`config.mk`:
```
export PLATFORM = sky130hd
export DESIGN_NAME = dmem_arbiter
export DESIGN_NICKNAME = d
export VERILOG_FILES = /design/src/rtl/dmem_pkg.sv /design/src/rtl/rr_arbiter2.sv /design/src/rtl/dmem_arbiter.sv
export SDC_FILE = /design/constraint.sdc
export NUM_CORES = 1
export LEC_CHECK = 0
export ABC_AREA = 1
export ABC_CLOCK_PERIOD_IN_PS = 1900
export BUFFER_PORTS_ARGS = -buffer_cell sky130_fd_sc_hd__buf_2
export CAP_MARGIN = 30
export CORE_MARGIN = 2
export CORE_UTILIZATION = 49
export CTS_BUF_LIST = sky130_fd_sc_hd__clkbuf_4 sky130_fd_sc_hd__clkbuf_8
export CTS_CLUSTER_SIZE = 10
export DETAILED_ROUTE_END_ITERATION = 12
export PLACE_DENSITY = 0.92
export SLEW_MARGIN = 20
export SYNTH_ARGS = -nofsm -noshare
export SYNTH_HDL_FRONTEND = slang
export SYNTH_SLANG_ARGS = --single-unit
```
`constraint.sdc`:
```
create_clock -name clk -period 1.9 [get_ports clk]
set_input_delay 0.285 -clock clk [delete_from_list [all_inputs] [get_ports clk]]
set_output_delay 0.285 -clock clk [all_outputs]
set_load 0.005 [all_outputs]
```
`src/rtl/dmem_pkg.sv`:
```
// Shared types for the data-memory arbiter: FSM states, requester id, helpers.
package dmem_pkg;

  typedef enum logic [1:0] {
    IDLE,
    ISSUE,
    CAPTURE,
    ACK
  } dmem_arb_state_t;

  // 0 = CPU load/store, 1 = loader/debug
  typedef logic port_id_t;

  localparam int unsigned NUM_REQ = 2;

  function automatic port_id_t other_port(port_id_t p);
    return ~p;
  endfunction

endpackage

```
`src/rtl/rr_arbiter2.sv`:
```
// Two-way round-robin picker. Purely combinational; the caller owns last_grant.
// exclude_* masks one requester out (used to ignore the port being acked).
module rr_arbiter2
  import dmem_pkg::*;
(
  input  logic [NUM_REQ-1:0] req,
  input  port_id_t           last_grant,
  input  logic               exclude_valid,
  input  port_id_t           exclude_id,
  output logic               gnt_valid,
  output port_id_t           gnt_id
);

  logic [NUM_REQ-1:0] excl_mask;
  logic [NUM_REQ-1:0] req_m;

  // Mask the excluded port, then grant the lone requester or alternate on contention
  always_comb begin
    excl_mask = '0;
    if (exclude_valid) begin
      excl_mask[exclude_id] = 1'b1;
    end
    req_m     = req & ~excl_mask;
    gnt_valid = |req_m;
    gnt_id    = 1'b0;
    case (req_m)
      2'b01:   gnt_id = 1'b0;
      2'b10:   gnt_id = 1'b1;
      2'b11:   gnt_id = other_port(last_grant);
      default: gnt_id = 1'b0;
    endcase
  end

endmodule

```
`src/rtl/dmem_arbiter.sv`:
```
// Arbiter/sequencer in front of the single-port data memory. One transaction in
// flight, fixed IDLE/ACK -> ISSUE -> CAPTURE -> ACK sequence (3 cycles accept-to-ack).
module dmem_arbiter
  import dmem_pkg::*;
#(
  parameter int unsigned W = 32,
  parameter int unsigned N = 5
) (
  input  logic         clk,
  input  logic         rst,
  input  logic         req0,
  input  logic         req1,
  input  logic         we0,
  input  logic         we1,
  input  logic [N-1:0] addr0,
  input  logic [N-1:0] addr1,
  input  logic [W-1:0] wdata0,
  input  logic [W-1:0] wdata1,
  output logic         ack0,
  output logic         ack1,
  output logic [W-1:0] rdata0,
  output logic [W-1:0] rdata1,
  output logic [N-1:0] mem_addr,
  output logic         mem_read,
  output logic         mem_write,
  output logic [W-1:0] mem_wdata,
  input  logic [W-1:0] mem_rdata,
  output logic         busy
);

  dmem_arb_state_t state_q, state_d;
  port_id_t        owner_q, owner_d;
  port_id_t        last_grant_q, last_grant_d;
  logic            we_q, we_d;
  logic [N-1:0]    addr_q, addr_d;
  logic [W-1:0]    wdata_q, wdata_d;
  logic [W-1:0]    rdata0_q, rdata0_d;
  logic [W-1:0]    rdata1_q, rdata1_d;

  logic            gnt_valid;
  port_id_t        gnt_id;
  logic            latch;
  logic            sel_we;
  logic [N-1:0]    sel_addr;
  logic [W-1:0]    sel_wdata;

  // In ACK the current owner is excluded so the other port gets the back-to-back slot
  rr_arbiter2 u_rr (
    .req           ({req1, req0}),
    .last_grant    (last_grant_q),
    .exclude_valid (state_q == ACK),
    .exclude_id    (owner_q),
    .gnt_valid     (gnt_valid),
    .gnt_id        (gnt_id)
  );

  // Command fields of the granted port
  always_comb begin
    sel_we    = we0;
    sel_addr  = addr0;
    sel_wdata = wdata0;
    if (gnt_id) begin
      sel_we    = we1;
      sel_addr  = addr1;
      sel_wdata = wdata1;
    end
  end

  // Next-state, command latch and read-data capture
  always_comb begin
    state_d      = state_q;
    owner_d      = owner_q;
    last_grant_d = last_grant_q;
    we_d         = we_q;
    addr_d       = addr_q;
    wdata_d      = wdata_q;
    rdata0_d     = rdata0_q;
    rdata1_d     = rdata1_q;
    latch        = 1'b0;

    unique case (state_q)
      IDLE: begin
        if (gnt_valid) begin
          latch   = 1'b1;
          state_d = ISSUE;
        end
      end
      ISSUE: begin
        state_d = CAPTURE;
      end
      CAPTURE: begin
        // Memory read data is valid the cycle after mem_read was sampled
        if (!we_q) begin
          if (owner_q) begin
            rdata1_d = mem_rdata;
          end else begin
            rdata0_d = mem_rdata;
          end
        end
        state_d = ACK;
      end
      ACK: begin
        if (gnt_valid) begin
          latch   = 1'b1;
          state_d = ISSUE;
        end else begin
          state_d = IDLE;
        end
      end
      default: state_d = IDLE;
    endcase

    if (latch) begin
      owner_d      = gnt_id;
      last_grant_d = gnt_id;
      we_d         = sel_we;
      addr_d       = sel_addr;
      wdata_d      = sel_wdata;
    end
  end

  // State and datapath registers; last_grant resets to 1 so port 0 wins first
  always_ff @(posedge clk or negedge rst) begin
    if (!rst) begin
      state_q      <= IDLE;
      owner_q      <= 1'b0;
      last_grant_q <= 1'b1;
      we_q         <= 1'b0;
      addr_q       <= '0;
      wdata_q      <= '0;
      rdata0_q     <= '0;
      rdata1_q     <= '0;
    end else begin
      state_q      <= state_d;
      owner_q      <= owner_d;
      last_grant_q <= last_grant_d;
      we_q         <= we_d;
      addr_q       <= addr_d;
      wdata_q      <= wdata_d;
      rdata0_q     <= rdata0_d;
      rdata1_q     <= rdata1_d;
    end
  end

  // Outputs decoded from state; addr_q/wdata_q only change on entry to ISSUE,
  // so mem_addr/mem_wdata hold their last value outside ISSUE
  always_comb begin
    mem_addr  = addr_q;
    mem_wdata = wdata_q;
    mem_write = (state_q == ISSUE) && we_q;
    mem_read  = (state_q == ISSUE) && !we_q;
    ack0      = (state_q == ACK) && (owner_q == 1'b0);
    ack1      = (state_q == ACK) && (owner_q == 1'b1);
    busy      = (state_q != IDLE);
    rdata0    = rdata0_q;
    rdata1    = rdata1_q;
  end

endmodule

```
==> results.cfg <==
[run_status]
status = complete, no violations

[worst_setup_path]
crit_path_end_kind = flop
r2r_start = state_q[0]$_DFFE_PN0P_
ff2ff_setup_slack_ps = 200
critPathKind = reg -> reg
cp_max_fo = 22
worst-path-buf-inv = 1
r2r_end = mem_addr[1]$_DFFE_PN0P_
crit_slowest_cell = dfrtp_1
cp-start-kind = flop
required_ps = 2190
critPathTopFamily = flip-flops
cp_slowest_stage_delay_ps = 440
rr_worst_depth = 7
cpMostUsedCell = nand2_1
path_cells = ha_1 > nand2_1 > nand2_2 > a21oi_4 > buf_4 > nand3_1 > nand2_1
worstPathArrival_ps = 1990

[sta]
hold_viol_final = 0
fin_setup_tns_ps = 0
slew_violations = 0
slew_headroom_pct = 69.1
tightest_slew_ps = 464
finalCriticalPeriod_ps = 1700
fin_skew_ps = 8.52
rsz0062_at_grt = false
fmax_mhz = 587
period_share_pct = 89.6
setup_viol = 0

[clock_tree]
clk_latency_ps = 350
cts-root-buf = clkbuf_8
cts_htree_levels = 3
ctsLongestPathBuffers = 2
cts_setup_buffers = 0
cts_sinks = 106
cts_buffers = 9
cts_tree = built
cts.clk_slew.worst_paths_ps = 100

[global_route]
first_global_vias = 4305
grt_max_degree = 65
antenna_found_initial = 0
grt_usage_pct = 22.2
grt_pass1_wl_um = 18800
grt_overflow = 0

[pwr]
powerDensity_mw_per_mm2 = 1570
ir_drop_mv = 0.831
p_leak_uw = 0.00386
power_uw = 9880

[detailed_routing]
wire_per_inst_um = 12.5
drt_iter0_markers = 156
routed_wl_um = 11900
ant_nets = 0
viasPerCell = 4.73
first_pass_iters = 4
vias = 4489
remaining_drc_errors = 0

[logic_synthesis]
synth_fp_nets = 723
avgSynthCellArea_um2 = 7.93
yosysWarnings = 0
synthDistinctLibCells = 14
ys_ff_latch = 106
postSynthCellCount = 606
synth_seq_area_share_pct = 55.2
netlist_area_mm2 = 0.00481

[worst_hold_path]
min_to = rdata1[19]$_DFFE_PN0P_
min_path_type = in -> reg
whs_path_depth = 3
hold_start = mem_rdata[19]

[final_layout]
area_delta_synth_final_pct = 30.7
drive_gt1_share_pct = 30.7
final_area_mm2 = 0.00628
nNetsFinal = 929
fin_util_pct = 65.2
fill_cells = 832
layout_common_cells = 216 x buf_2, 190 x nand2_1, 118 x inv_1, 105 x dfrtp_1, 78 x nand3_1
diodes = 0
final_common_cell = buf_2

[floorplan]
io_pins = 218
die_h_um = 103
core_area_mm2 = 0.00964
start_util_pct = 49.9
dieWidth_um = 103
row_count = 36
die_area_mm2 = 0.0106

[placed_design]
routabilityCongestion = 0.834
dpl.hpwl_um = 8940
placed_cell_area_mm2 = 0.00607
port_buffers = 217

[run]
drv_cap = 0
how the worst max path moves through the flow:
stage	startpoint	endpoint	slack, ps	cells past startpoint
2_1_floorplan	state_q[0]$_DFFE_PN0P_	mem_addr[0]$_DFFE_PN0P_	320	9
3_3_place_gp	state_q[0]$_DFFE_PN0P_	mem_wdata[6]$_DFFE_PN0P_	290	7
3_5_place_dp	state_q[0]$_DFFE_PN0P_	mem_wdata[18]$_DFFE_PN0P_	140	6
4_1_cts	state_q[0]$_DFFE_PN0P_	mem_wdata[18]$_DFFE_PN0P_	140	7
5_1_grt	state_q[0]$_DFFE_PN0P_	mem_wdata[20]$_DFFE_PN0P_	60	7
6_report	state_q[0]$_DFFE_PN0P_	mem_addr[1]$_DFFE_PN0P_	200	7
per-layer routing:
metal | wire length [um] | vias up | share of wire (%) | global-route usage (%)
li1 | - | 2240 | - | -
met1 | 4760 | 2074 | 40 | 25.9
met2 | 6240 | 150 | 53 | 40.7
met3 | 640 | 25 | 5.4 | 4.61
met4 | 237 | 0 | 2.0 | 7.29
met5 | 0 | - | 0 | 0
timing repair:
action | CTS | global route
hold buffers | 1 | 0
gates resized for setup | 0 | 2
endpoints found under the hold margin | 33 | 0
setup endpoints to repair | 0 | 25
where the power goes:
| part | internal [uW] | switching [uW] | leakage (uW) |
|---|---|---|---|
| sequential | 3440 | 618 | 0.00129 |
| combinational | 1850 | 2580 | 0.00247 |
| clock | 641 | 754 | 0.0000984 |
| total | 5930 | 3960 | 0.00386 |
sequential cells by signal (all words and copies together) (netlist names):
register	flops
we_q	1
mem_wdata	32
rdata0	32
last_grant_q	1
rdata1	32
state_q	2
owner_q	1
mem_addr	5
tightest hold or removal path, cell delays in order:
cell     delay, ps
buf_2           90
inv_1           50
o21ai_0         70
layout make-up:
class	count	area (um^2)	area share, %
tap	133	166	2.65
timing repair buffer	227	1240	19.8
clock buffer	10	131	2.09
sequential	106	2650	42.2
multi-input combinational	348	1560	24.9
inverter	120	453	7.21
clock inverter	6	73.8	1.17
cell families after synthesis:
| family | synth area share, % |
|---|---|
| AND/OR/NAND/NOR | 23.7 |
| AO/OA/AOI/OAI | 7.32 |
| buffers and inverters | 12.4 |
| adder cells (fa/ha/maj) | 1.30 |
| flip-flops | 55.2 |
through the flow:
| stage | instances | setup WS [ps] | hold slack (ps) |
|---|---|---|---|
| after global routing | 950 | 56.1 | 185 |
| after detailed placement | 933 | 144 | 269 |
| after global placement | 933 | 290 | 269 |
| final | 950 | 197 | 186 |
| after CTS | 950 | 141 | 171 |
| after floorplan | 606 | 322 | -10.6 |
synthesized netlist by cell type (all sizes together):
master  instances  share of area [%]
dfrtp         105                 55
o21ai          67                7.0
buf            16                1.8
nand2         193                 15
a21oi           1               0.34
inv           120                9.4
ha              5                1.3
nand3          80                8.3
dfstp           1               0.55
nor2            2               0.16
clkbuf         16                1.2
Power figures use the tool's default switching activity.
